==> config.mk <==
export PLATFORM = sky130hd
export DESIGN_NAME = bbox_overlay_tracker
export DESIGN_NICKNAME = d
export VERILOG_FILES = /design/src/rtl/bbox_overlay_tracker.sv
export SDC_FILE = /design/constraint.sdc
export NUM_CORES = 1
export LEC_CHECK = 0
export ABC_AREA = 1
export CAP_MARGIN = 20
export CELL_PAD_IN_SITES_DETAIL_PLACEMENT = 0
export CELL_PAD_IN_SITES_GLOBAL_PLACEMENT = 1
export CORE_ASPECT_RATIO = 2
export CORE_MARGIN = 5
export CORE_UTILIZATION = 25
export DETAILED_ROUTE_END_ITERATION = 8
export PLACE_DENSITY = 0.53
export SLEW_MARGIN = 30
export SYNTH_ARGS = -nofsm -noshare
export SYNTH_HDL_FRONTEND = slang
export SYNTH_SLANG_ARGS = --single-unit
==> constraint.sdc <==
create_clock -name clk_in -period 4.78 [get_ports clk_in]
set_input_delay 0.956 -clock clk_in [delete_from_list [all_inputs] [get_ports clk_in]]
set_output_delay 0.956 -clock clk_in [all_outputs]
set_load 0.01 [all_outputs]
==> src/rtl/bbox_overlay_tracker.sv <==
// Rebuilds detected boxes from centre + right/bottom edge, smooths them per frame,
// and draws a THICK-pixel outline over the display pixel stream with a coast-out timeout.
module bbox_overlay_tracker #(
    parameter int          H_PIXELS       = 960,
    parameter int          V_PIXELS       = 640,
    parameter int          THICK          = 2,
    parameter int          SHIFT          = 1,
    parameter int          TIMEOUT_FRAMES = 30,
    parameter logic [15:0] OVERLAY_COLOR  = 16'hF800
) (
    input  logic        clk_in,
    input  logic        rst_n_in,
    input  logic [10:0] hcount_in,
    input  logic [9:0]  vcount_in,
    input  logic [15:0] pixel_in,
    input  logic        pixel_valid_in,
    input  logic [10:0] box_x_in,
    input  logic [9:0]  box_y_in,
    input  logic [10:0] box_r_in,
    input  logic [9:0]  box_b_in,
    input  logic        box_valid_in,
    input  logic        enable_in,
    output logic [15:0] pixel_out,
    output logic        pixel_valid_out,
    output logic        box_active_out,
    output logic [10:0] left_out,
    output logic [9:0]  top_out,
    output logic [10:0] right_out,
    output logic [9:0]  bottom_out
);

    typedef struct packed {
        logic [10:0] l;
        logic [9:0]  t;
        logic [10:0] r;
        logic [9:0]  b;
    } box_t;

    localparam logic [1:0]  S_IDLE  = 2'd0;
    localparam logic [1:0]  S_TRACK = 2'd1;
    localparam logic [1:0]  S_COAST = 2'd2;
    localparam int          MCW     = $clog2(TIMEOUT_FRAMES + 1);
    localparam logic [10:0] TH_H    = 11'(THICK);
    localparam logic [9:0]  TH_V    = 10'(THICK);

    logic [1:0]     state;
    logic [MCW-1:0] miss_cnt;
    logic           pending;
    logic           fs_q;
    logic           vld_pipe;
    box_t           pend, edges, cap, smoothed;
    logic [10:0]    r_c;
    logic [9:0]     b_c;
    logic [11:0]    x2, y2;
    logic           frame_start, in_box, on_edge, hit;

    // Signed 13-bit step toward the new edge, then truncated back to edge width.
    function automatic logic [12:0] smooth(input logic [12:0] e, input logic [12:0] p);
        logic signed [12:0] d;
        d = $signed(p) - $signed(e);
        return e + $unsigned(d >>> SHIFT);
    endfunction

    // Mirror the right/bottom edge about the centre to recover left/top.
    always_comb begin
        r_c = (box_r_in > 11'(H_PIXELS - 1)) ? 11'(H_PIXELS - 1) : box_r_in;
        if (r_c < box_x_in) r_c = box_x_in;
        b_c = (box_b_in > 10'(V_PIXELS - 1)) ? 10'(V_PIXELS - 1) : box_b_in;
        if (b_c < box_y_in) b_c = box_y_in;
        x2    = {box_x_in, 1'b0};
        y2    = {1'b0, box_y_in, 1'b0};
        cap   = '0;
        cap.r = r_c;
        cap.b = b_c;
        cap.l = (x2 > {1'b0, r_c})  ? 11'(x2 - {1'b0, r_c})  : '0;
        cap.t = (y2 > {2'b0, b_c})  ? 10'(y2 - {2'b0, b_c})  : '0;
    end

    always_comb begin
        smoothed   = '0;
        smoothed.l = 11'(smooth({2'b0, edges.l}, {2'b0, pend.l}));
        smoothed.t = 10'(smooth({3'b0, edges.t}, {3'b0, pend.t}));
        smoothed.r = 11'(smooth({2'b0, edges.r}, {2'b0, pend.r}));
        smoothed.b = 10'(smooth({3'b0, edges.b}, {3'b0, pend.b}));
    end

    // A (0,0) held for several cycles still yields a single frame start.
    assign frame_start = (hcount_in == '0) && (vcount_in == '0) && !fs_q;

    always_comb begin
        in_box  = (hcount_in >= edges.l) && (hcount_in <= edges.r) &&
                  (vcount_in >= edges.t) && (vcount_in <= edges.b);
        on_edge = ((hcount_in - edges.l) < TH_H) || ((edges.r - hcount_in) < TH_H) ||
                  ((vcount_in - edges.t) < TH_V) || ((edges.b - vcount_in) < TH_V);
        hit     = (state != S_IDLE) && enable_in && pixel_valid_in && in_box && on_edge;
    end

    always_ff @(posedge clk_in) begin
        if (!rst_n_in) begin
            state     <= S_IDLE;
            miss_cnt  <= '0;
            pending   <= 1'b0;
            fs_q      <= 1'b0;
            vld_pipe  <= 1'b0;
            pend      <= '0;
            edges     <= '0;
            pixel_out <= '0;
        end else begin
            fs_q      <= (hcount_in == '0) && (vcount_in == '0);
            vld_pipe  <= pixel_valid_in;
            pixel_out <= hit ? OVERLAY_COLOR : pixel_in;
            if (frame_start) begin
                if (pending) begin
                    edges    <= (state == S_IDLE) ? pend : smoothed;
                    state    <= S_TRACK;
                    miss_cnt <= '0;
                    pending  <= 1'b0;
                end else if (state != S_IDLE) begin
                    if (32'(miss_cnt) + 1 == TIMEOUT_FRAMES) begin
                        state    <= S_IDLE;
                        miss_cnt <= '0;
                    end else begin
                        state    <= S_COAST;
                        miss_cnt <= miss_cnt + 1'b1;
                    end
                end
            end
            // Written after the commit so a coincident box survives into the next frame.
            if (box_valid_in) begin
                pend    <= cap;
                pending <= 1'b1;
            end
        end
    end

    assign pixel_valid_out = vld_pipe;
    assign box_active_out  = (state != S_IDLE);
    assign left_out        = edges.l;
    assign top_out         = edges.t;
    assign right_out       = edges.r;
    assign bottom_out      = edges.b;

endmodule

==> run metrics <==
H-tree levels 3; IO Pins 144; All-Layer GR Usage 14.4%; critical hold path startpoint pending; fillcell total 4972; status completed; Primary FF master, synth dfxtp_1; Syn Inst Count 1679; CP peak stage delay 420 ps; synth warn 0; hold slack 464 ps; DR vias/cell 4.47; Tot Pwr 3210 µW; main area contributors after synthesis dfxtp_1 20%, ha_1 17%, nand2_1 11%; hold buffer count at CTS 0; Max Fclk 232 MHz; vias post-DR 10788; worst hold-check path type flop to flop; critical path class input pin to flop; final worst-path cycle share 90.2%; worst-path fanout max 8; post-synth top area cell dfxtp_1; PwrDens 230 mW/mm²; clock latency on the worst-skew pair 370 ps; CP bufs+invs 4; deepest clock path buffer count 2; Initial DRT Pass Iterations 5; ys async rst share 0%; final hold violation count 0; clock sink count 110; Post-Syn Area 0.0112 mm²; antenna-violating nets left 0; Worst Setup SP box_r_in[8]; final layout net count 2102; count of pins over their slew limit 0; initial antenna violation count 0; setup violators final 0; FP Rows 110; Reg clk slew, reported paths 80 ps; DRC Markers 0; width of the die 160 µm; total CTS buffers 9; crit-path cells clkdlybuf4s50_1, nand4_1, nand2_1, or2_2, ha_1, a21oi_1, o31ai_1, a21oi_1, nand2_1, buf_4, o21ai_0, inv_1, ha_1, nand2_1, nor3_1, inv_1, o211ai_1, nand2_1, nor2_1, a21boi_0, o21ai_0, a21oi_1; TritonCTS clock tree yes; drt wl/cell 14.8 µm; n_diodes 0; minimum clock period 4310 ps; share of cells above drive strength 1 5.99%; CP delay by family, top simple AND/OR/NAND/NOR gates; worst setup margin 466 ps; Final Skew 12.2 ps; post-synthesis sequential area ratio 19.6%; dpl ws 9.40 ps; Port Buffers 143; final WL 35800 µm; post-synth cell types 54; pin count of the biggest net entering global routing 45; vias in the first global route 10779; Max Cap Viol 0; Yosys top cell area share 19.6%; total gr overflow 0; Setup crit end kind flop; die area 0.0495 mm²; die height 310 µm; area added between synthesis and finish 24.1%; Slew @ Worst Pin 730 ps; Post-synth EDFFs 0; setup bufs post-CTS 0; Worst Path Required 5080 ps; startpoint type of the worst setup path input pin; Syn Nets 1933; critical path's most frequent cell nand2_1; Final GP Congestion 0.804; first-pass GRT wire length 57800 µm; hpwl dp 30300 µm; Seq cells post-synth 110; initial drt markers 400; CP Data Arrival Time 4620 ps; Post-CTS Resized 0; slowest CP cell clkdlybuf4s50_1; core area 0.0447 mm²; Initial Util 25.1%; Max-slew headroom 51.3%; leak pwr 0.00677 µW; RSZ-0062 raised after global routing no; Syn Area/Cell 6.69 µm²; Clock Tree Root clkbuf_16; VDD IR max 0.000146 V; R2R Path Start left_out[1]
## layer usage
metal	GRT usage [%]	routed length [µm]	up-vias
met2	25.7	17200	124
met3	1.65	867	18
met4	2.86	408	0
met5	0	0	-
li1	-	-	5856
met1	18.9	17300	4790
## through the flow
stage / instances / TNS (ps) / util [%] / cell area, µm²
after CTS: 2412 / 0 / 31.2 / 13900
after global placement: 2397 / -9.21 / 30.5 / 13600
after floorplan: 1679 / 0 / - / 11200
final: 2412 / 0 / 31.2 / 13900
after global routing: 2412 / 0 / 31.2 / 13900
after detailed placement: 2397 / 0 / 30.5 / 13600
## synth_stat cells (2+ instances only)
| library cell | count |
|---|---|
| o21bai_1 | 13 |
| nor4_1 | 3 |
| nor3_1 | 8 |
| dfxtp_1 | 110 |
| clkbuf_1 | 31 |
| nand2_4 | 4 |
| xnor2_1 | 33 |
| nand2_1 | 320 |
| o211ai_1 | 23 |
| o21ai_0 | 85 |
| nand3_1 | 60 |
| clkinv_1 | 2 |
| nand3b_1 | 2 |
| fa_1 | 14 |
| nor2_1 | 127 |
| o21ai_1 | 4 |
| a211oi_1 | 18 |
| inv_1 | 297 |
| a31oi_1 | 17 |
| xor2_1 | 59 |
| or2_2 | 16 |
| nand4_1 | 20 |
| buf_1 | 2 |
| a22oi_1 | 2 |
| nor2_2 | 3 |
| nand2_2 | 6 |
| o22ai_1 | 2 |
| a221oi_1 | 8 |
| nand3_2 | 3 |
| buf_2 | 3 |
| a21oi_1 | 187 |
| a21boi_0 | 4 |
| o31ai_1 | 2 |
| a21o_1 | 12 |
| inv_2 | 4 |
| ha_1 | 156 |
| nor2_4 | 2 |
## worst reg2reg max path: cells and delay by family (launching register included)
family | cells | cell delay, ps
buf+inv | 2 | 260
xor+xnor | 3 | 440
compound gates | 10 | 1450
flops | 1 | 540
simple gates | 2 | 160
fa+ha+maj | 2 | 820
## cell families (layout without fill, tap and decap cells)
kind of cell             count (synthesis)  after routing  share of synthesized area (%)
AND/OR/NAND/NOR                        580            580                           22.2
AO/OA/AOI/OAI                          386            386                           19.6
buffers and inverters                  340            513                           11.5
adder cells (fa/ha/maj)                170            170                           19.9
flip-flops                             110            110                           19.6
XOR/XNOR                                92             92                           7.17
other                                    1              1                         0.0334
## where the power goes
part	switching, µW	internal, µW
Clock	391	477
Sequential	44.4	962
Combinational	741	591
Total	1180	2030
## flip-flops by register name, summed over array words and instances (netlist names)
name	count
miss_cnt	5
bottom_out	10
pixel_valid_out	1
pend	42
fs_q	1
pixel_out	16
left_out	11
state	2
top_out	10
pending	1
right_out	11
## layout make-up
cell class	instances	area, µm²	area share (%)
Clock buffer	11	243	1.74
Sequential cell	110	2200	15.8
Inverter	303	1140	8.15
Tap cell	560	701	5.02
Timing Repair Buffer	195	1830	13.2
Multi-Input combinational cell	1229	7750	55.6
Clock inverter	4	77.6	0.556
## cell usage in the layout (no fill, tap or decap), types with 2 or more instances in the layout
cell type,instances
nand2_1,320
inv_1,297
a21oi_1,187
ha_1,156
clkdlybuf4s50_1,143
nor2_1,126
dfxtp_1,110
o21ai_0,85
nand3_1,60
xor2_1,59
buf_4,51
xnor2_1,33
o211ai_1,23
nand4_1,20
a211oi_1,18
a31oi_1,17
or2_2,16
fa_1,14
o21bai_1,13
a21o_1,12
clkbuf_16,9
nor3_1,8
a221oi_1,8
nand2_2,6
nand2_4,4
o21ai_1,4
inv_2,4
a21boi_0,4
nand3_2,3
nor2_2,3
nor2_4,3
nor4_1,3
o22ai_1,2
o31ai_1,2
clkinv_1,2
a22oi_1,2
nand3b_1,2
inv_6,2
bufinv_16,2
## final timing paths
kind,end,slack (ps),depth (start not counted)
max,pend[36],470,22
min reg2reg,pending,460,2
min,pending,460,2
max reg2reg,left_out[10],1020,19
No activity file was read; power rests on OpenSTA's default activity.
